**src/rtl/seg7_countdown_monitor.sv**
```systemverilog
// Display-side monitor for the countdown timer: debounces the sampled display,
// decodes it back to BCD and checks step, cadence and LED consistency.
module seg7_countdown_monitor #(
    parameter int STABLE_CYC   = 4,
    parameter int CNT_W        = 32,
    parameter int MIN_INTERVAL = 4900000,
    parameter int MAX_INTERVAL = 5100000
) (
    input  logic             clk_50M,
    input  logic             rst,
    input  logic             chk_en,
    input  logic             clear,
    input  logic             resync,
    input  logic             dir_up,
    input  logic             hold,
    input  logic [3:0]       tens_bcd,
    input  logic [6:0]       seg_ge,
    input  logic [6:0]       seg_xiao,
    input  logic             led,
    output logic [11:0]      value,
    output logic             value_valid,
    output logic [CNT_W-1:0] interval,
    output logic [15:0]      change_cnt,
    output logic             locked,
    output logic             err_seg,
    output logic             err_step,
    output logic             err_timing,
    output logic             err_led,
    output logic             err_any
);

    localparam int SW = (STABLE_CYC < 1) ? 1 : $clog2(STABLE_CYC + 1);
    localparam logic [SW-1:0]    STAB_MAX = SW'(STABLE_CYC);
    localparam logic [CNT_W-1:0] MIN_C    = CNT_W'(MIN_INTERVAL);
    localparam logic [CNT_W-1:0] MAX_C    = CNT_W'(MAX_INTERVAL);
    localparam logic [CNT_W-1:0] CNT_SAT  = '1;

    typedef enum logic {S_IDLE, S_TRACK} state_t;

    // Returns {valid, digit}; anything but the ten legal glyphs is invalid.
    function automatic logic [4:0] f_seg_dec(input logic [6:0] seg);
        case (seg)
            7'h3F:   f_seg_dec = {1'b1, 4'd0};
            7'h06:   f_seg_dec = {1'b1, 4'd1};
            7'h5B:   f_seg_dec = {1'b1, 4'd2};
            7'h4F:   f_seg_dec = {1'b1, 4'd3};
            7'h66:   f_seg_dec = {1'b1, 4'd4};
            7'h6D:   f_seg_dec = {1'b1, 4'd5};
            7'h7D:   f_seg_dec = {1'b1, 4'd6};
            7'h07:   f_seg_dec = {1'b1, 4'd7};
            7'h7F:   f_seg_dec = {1'b1, 4'd8};
            7'h6F:   f_seg_dec = {1'b1, 4'd9};
            default: f_seg_dec = 5'd0;
        endcase
    endfunction

    function automatic logic [9:0] f_bcd2bin(input logic [11:0] bcd);
        f_bcd2bin = 10'(bcd[11:8]) * 10'd100 + 10'(bcd[7:4]) * 10'd10 + 10'(bcd[3:0]);
    endfunction

    state_t           r_state;
    state_t           w_state_nxt;
    logic [18:0]      r_samp;
    logic [SW-1:0]    r_stab;
    logic [18:0]      r_last;
    logic             r_have_last;
    logic [CNT_W-1:0] r_cnt;
    logic [11:0]      r_value;
    logic             r_value_valid;
    logic [CNT_W-1:0] r_interval;
    logic [15:0]      r_change_cnt;
    logic             r_err_seg, r_err_step, r_err_timing, r_err_led, r_err_any;

    logic [18:0]      w_in;
    logic [4:0]       w_ge_dec, w_xi_dec;
    logic             w_code_ok;
    logic [11:0]      w_new_val;
    logic [9:0]       w_new_bin, w_prev_bin, w_exp_bin;
    logic             w_at_point, w_accept;
    logic             w_locked, w_check;
    logic             w_set_seg, w_set_step, w_set_timing, w_set_led;

    assign w_in       = {tens_bcd, seg_ge, seg_xiao, led};
    assign w_ge_dec   = f_seg_dec(r_samp[14:8]);
    assign w_xi_dec   = f_seg_dec(r_samp[7:1]);
    assign w_code_ok  = (r_samp[18:15] <= 4'd9) & w_ge_dec[4] & w_xi_dec[4];
    assign w_new_val  = {r_samp[18:15], w_ge_dec[3:0], w_xi_dec[3:0]};
    assign w_new_bin  = f_bcd2bin(w_new_val);
    assign w_prev_bin = f_bcd2bin(r_value);
    assign w_exp_bin  = dir_up ? ((w_prev_bin == 10'd999) ? 10'd0 : w_prev_bin + 10'd1)
                               : ((w_prev_bin == 10'd0) ? 10'd999 : w_prev_bin - 10'd1);

    // A stable tuple identical to the last accepted one is never re-reported.
    assign w_at_point = chk_en & (r_stab == STAB_MAX) & (~r_have_last | (r_samp != r_last));
    assign w_accept   = w_at_point & w_code_ok;

    assign w_set_seg    = w_at_point & ~w_code_ok;
    assign w_set_step   = w_accept & w_check & (w_new_bin != w_exp_bin);
    assign w_set_timing = w_accept & w_check &
                          ((r_cnt < MIN_C) | (r_cnt > MAX_C) | (r_cnt == CNT_SAT));
    assign w_set_led    = w_accept & ((w_new_bin == 10'd0) ? ~r_samp[0] : r_samp[0]);

    always_ff @(posedge clk_50M) begin
        if (rst) r_state <= S_IDLE;
        else     r_state <= w_state_nxt;
    end

    always_comb begin
        w_state_nxt = r_state;
        case (r_state)
            S_IDLE:  if (w_accept) w_state_nxt = S_TRACK;
            S_TRACK: if (!chk_en)  w_state_nxt = S_IDLE;
            default: w_state_nxt = S_IDLE;
        endcase
    end

    always_comb begin
        w_locked = (r_state == S_TRACK);
        w_check  = w_locked & ~resync;
    end

    always_ff @(posedge clk_50M) begin
        if (rst) begin
            r_samp        <= '0;
            r_stab        <= '0;
            r_last        <= '0;
            r_have_last   <= 1'b0;
            r_cnt         <= '0;
            r_value       <= '0;
            r_value_valid <= 1'b0;
            r_interval    <= '0;
            r_change_cnt  <= '0;
            r_err_seg     <= 1'b0;
            r_err_step    <= 1'b0;
            r_err_timing  <= 1'b0;
            r_err_led     <= 1'b0;
            r_err_any     <= 1'b0;
        end else begin
            r_samp <= w_in;
            if (w_in != r_samp)       r_stab <= '0;
            else if (r_stab != STAB_MAX) r_stab <= r_stab + 1'b1;

            if (!chk_en) begin
                r_have_last <= 1'b0;
            end else if (w_accept) begin
                r_have_last <= 1'b1;
                r_last      <= r_samp;
            end

            if (w_accept)                    r_cnt <= CNT_W'(1);
            else if (!hold && r_cnt != CNT_SAT) r_cnt <= r_cnt + 1'b1;

            r_value_valid <= w_accept;
            if (w_accept) begin
                r_value <= w_new_val;
                if (w_locked) r_interval <= r_cnt;
            end

            // An acceptance coinciding with clear restarts the count at one.
            if (w_accept)
                r_change_cnt <= clear ? 16'd1 :
                                (r_change_cnt == 16'hFFFF) ? r_change_cnt : r_change_cnt + 16'd1;
            else if (clear)
                r_change_cnt <= 16'd0;

            r_err_seg    <= (r_err_seg    & ~clear) | w_set_seg;
            r_err_step   <= (r_err_step   & ~clear) | w_set_step;
            r_err_timing <= (r_err_timing & ~clear) | w_set_timing;
            r_err_led    <= (r_err_led    & ~clear) | w_set_led;
            r_err_any    <= r_err_seg | r_err_step | r_err_timing | r_err_led;
        end
    end

    assign value       = r_value;
    assign value_valid = r_value_valid;
    assign interval    = r_interval;
    assign change_cnt  = r_change_cnt;
    assign locked      = w_locked;
    assign err_seg     = r_err_seg;
    assign err_step    = r_err_step;
    assign err_timing  = r_err_timing;
    assign err_led     = r_err_led;
    assign err_any     = r_err_any;

endmodule

```
**config.mk**
```make
export PLATFORM = sky130hd
export DESIGN_NAME = seg7_countdown_monitor
export DESIGN_NICKNAME = d
export VERILOG_FILES = /design/src/rtl/seg7_countdown_monitor.sv
export SDC_FILE = /design/constraint.sdc
export NUM_CORES = 1
export LEC_CHECK = 0
export CAP_MARGIN = 25
export CORE_MARGIN = 2
export CORE_UTILIZATION = 45
export CTS_CLUSTER_DIAMETER = 120
export DETAILED_ROUTE_END_ITERATION = 8
export GPL_TIMING_DRIVEN = 0
export PLACE_DENSITY = 0.74
export SLEW_MARGIN = 20
export SYNTH_ARGS = -nofsm -noshare
export SYNTH_HDL_FRONTEND = slang
export SYNTH_SLANG_ARGS = --single-unit
```
**constraint.sdc**
```tcl
create_clock -name clk_50M -period 6.4 [get_ports clk_50M]
set_input_delay 1.28 -clock clk_50M [delete_from_list [all_inputs] [get_ports clk_50M]]
set_output_delay 1.28 -clock clk_50M [all_outputs]
set_load 0.01 [all_outputs]
```
==> results.toml <==
[timing]
maxSlewHeadroom = 0.5123
fin_worst_skew_ns = 0.007155
period_share = 0.7982
max_freq_ghz = 0.1957
rsz0062_at_grt = "no"
setup_viol = 0
worst_pin_slew_ns = 0.7239
setup_tns_ns = 0
hold_viol = 0
fin_crit_ns = 5.109
maxSlewViolCount = 0

[pwr]
p_leak_nw = 3.843
power.density_mw_per_mm2 = 199.7
ir_drop_uv = 144.5

[detailed_routing]
drt_first_pass_iters = 5
route.detailed.drc = 0
ant_nets = 0
vias = 7450
wl_per_cell_um = 15.40
routed_wl_um = 21260
viasPerCell = 5.395
dr.first_iter.drc_count = 551

[critical_path]
cpMostUsedCell = "ha_1"
r2r_cells = 20
crit_path_end = "err_led"
rrSetupSlack_ns = 1.29
rr_startpoint = "r_samp[13]"
worst_setup_path_start_kind = "flip-flop"
endpoint_kind = "flip-flop"
criticalPathCategory = "reg -> reg"
crit_path_start = "r_samp[13]"
r2r_end = "err_led"
cpPeakStageDelay_ns = 0.54
worst-path-buf-inv = 4
cpLargestDelayFamily = "adder cells"
worstPathCellList = "buf_1 -> nand3_1 -> o21ai_0 -> nand3_1 -> a21boi_0 -> ha_1 -> ha_1 -> inv_1 -> fa_1 -> inv_1 -> ha_1 -> ha_1 -> inv_1 -> o21bai_1 -> a21oi_1 -> xnor2_1 -> or4_1 -> nor3_1 -> xor2_1 -> a22o_1"
cp_data_arrival_time_ns = 5.42
cp_data_required_time_ns = 6.71
crit_cells = 20
cp_max_fo = 10
slowest_stage = "a21boi_0"

[grt]
grt_start_max_net_pins = 17
antenna_found_initial = 0
grt_pass1_vias = 7148
grt_use_total = 0.2172
globalRouteOverflowTotal = 0
grt_pass1_wl_um = 35190

[layout]
multi_input_comb_area_mm2 = 0.005229
final_cells = 1381
final_cell_mix = "nand2_1 (156), dfxtp_1 (141), a21oi_1 (94)"
diodes = 0
seq_area_mm2 = 0.002823
layout_commonest_cell = "nand2_1"
drive_gt1_frac = 0.07149
area_delta_synth_final_pct = 21.48
nFillCells = 1673
fin_nets = 1227

[logic_synthesis]
netlist_instances = 1024
synth_edf_count = 0
yosysUniqueCellTypes = 80
async_flop_share = 0
synth.avg_cell_area_um2 = 8.261
synth_area_mm2 = 0.008459
synth-simple-area-share = 0.2467
synthMuxAreaShare = 0.009762
ys_ff_latch = 141
yosysSeqAreaShare = 0.3337
synth_fa_ha_area_frac = 0.1065
ys_warn_count = 0
ys_top_cells_by_area = "dfxtp_1 (33%), ha_1 (8.3%), nand2_1 (6.9%)"
netlist.top_cell.by_area = "dfxtp_1"
synth_xor_area_frac = 0.1237
synth_nets = 1116
synth_flop_cell = "dfxtp_1"
synth_top_family_by_area = "simple AND/OR/NAND/NOR gates"
synth_compound_area_frac = 0.1315
synth.top_cell.area_share = 0.3337

[run]
cap_violations = 0

[min_path]
hp-class = "reg -> reg"

[placement]
dp_hpwl_um = 16020
gp_congestion = 0.8515
dpl.cell_count = 1350
io_buffers = 92

[outcome]
status = "completed"

[clocking]
cts_tree = "yes"
ctsHoldBuffers = 0
cts_made_buffers = 17
ctsResizeCount = 0
cts.clk_slew.worst_paths_ns = 0.06
clk_path_buf_depth = 2
root_buffer = "clkbuf_16"
clock_sinks = 141
clock_latency_ns = 0.42
post_cts_buffers = 0
h-tree-depth = 4

[die]
core_region_area_mm2 = 0.01858
die_h_um = 141.1
io_pins = 93
die_x_um = 141.1
initial_core_util = 0.4553
rows = 50
dieArea_mm2 = 0.01991
-- cell families after synthesis --
kind of cell | Yosys count
AND/OR/NAND/NOR | 417
flip-flops | 141
AO/OA/AOI/OAI | 176
buffers and inverters | 100
XOR/XNOR | 116
multiplexers | 8
adder cells (fa/ha/maj) | 66
-- per-stage QoR --
step,setup slack [ns],total power [W],hold slack (ns),utilization,area (µm²)
after floorplan,2.108,0.001007,0.4488,-,8459
after global placement,1.394,0.001053,0.4459,0.5206,9673
after detailed placement,1.327,0.001055,0.4481,0.5206,9673
after CTS,1.271,0.002063,0.4566,0.5531,10280
after global routing,1.071,0.002119,0.4778,0.5531,10280
final,1.291,0.002052,0.4527,0.5531,10280
-- registers in the layout, indices dropped and copies added (netlist names), 3 cells and up --
register and count:
interval 32, change_cnt 16, value 12, r_stab 3
r_cnt 32, r_last 19, r_samp 19
-- report_power, final --
part,leakage [nW],switching (W),internal (W)
logic,2.41,0.0000799,0.0000630
registers,1.14,0.00000885,0.000885
clock network,0.293,0.000391,0.000623
total,3.84,0.000480,0.00157
-- layout make-up --
| type | instances | share of cell area |
|---|---|---|
| Tap cell | 234 | 0.02849 |
| Inverter | 44 | 0.01607 |
| Clock buffer | 18 | 0.04274 |
| Sequential cell | 141 | 0.2747 |
| Clock inverter | 13 | 0.01595 |
| Buffer | 56 | 0.02362 |
| Multi-Input combinational cell | 783 | 0.5088 |
| Timing Repair Buffer | 92 | 0.08961 |
-- synthesized netlist by cell type (all sizes together), types with 3 or more instances --
library cell / instances
a21o: 5
a21oi: 97
a22o: 3
a22oi: 3
a31oi: 3
a41oi: 3
and2: 7
and3: 12
and4: 6
buf: 28
clkbuf: 28
dfxtp: 141
fa: 10
ha: 56
inv: 44
mux2i: 6
nand2: 156
nand2b: 10
nand3: 34
nand3b: 4
nand4: 24
nand4b: 3
nor2: 76
nor2b: 26
nor3: 15
nor3b: 3
nor4: 19
nor4b: 4
o21a: 3
o21ai: 24
o21bai: 3
o221a: 3
o221ai: 3
or3: 8
or4: 3
xnor2: 68
xor2: 48
-- worst min-delay path by stage --
stage                      start      endpoint  slack, ns  cells after the start
global placement    interval[26]  interval[26]       0.45                      2
finish              interval[27]  interval[27]       0.45                      2
global route        interval[11]  interval[11]       0.48                      2
floorplan              r_last[0]     r_last[0]       0.45                      2
detailed placement  interval[27]  interval[27]       0.45                      2
CTS                 interval[27]  interval[27]       0.46                      2
-- worst min-delay path: stages, from the launching register on --
cell and delay, ns:
dfxtp_1 0.31, nand2_1 0.05, a21oi_1 0.05
-- metal layers --
layer / global-route usage / vias up / wire length, µm
met5: 0 / - / 0
met4: 0.07211 / 0 / 475
met3: 0.03804 / 34 / 949
met2: 0.3671 / 179 / 10170
met1: 0.2814 / 3492 / 9670
li1: - / 3745 / -
Note: power is estimated with default switching activity, not from simulation.
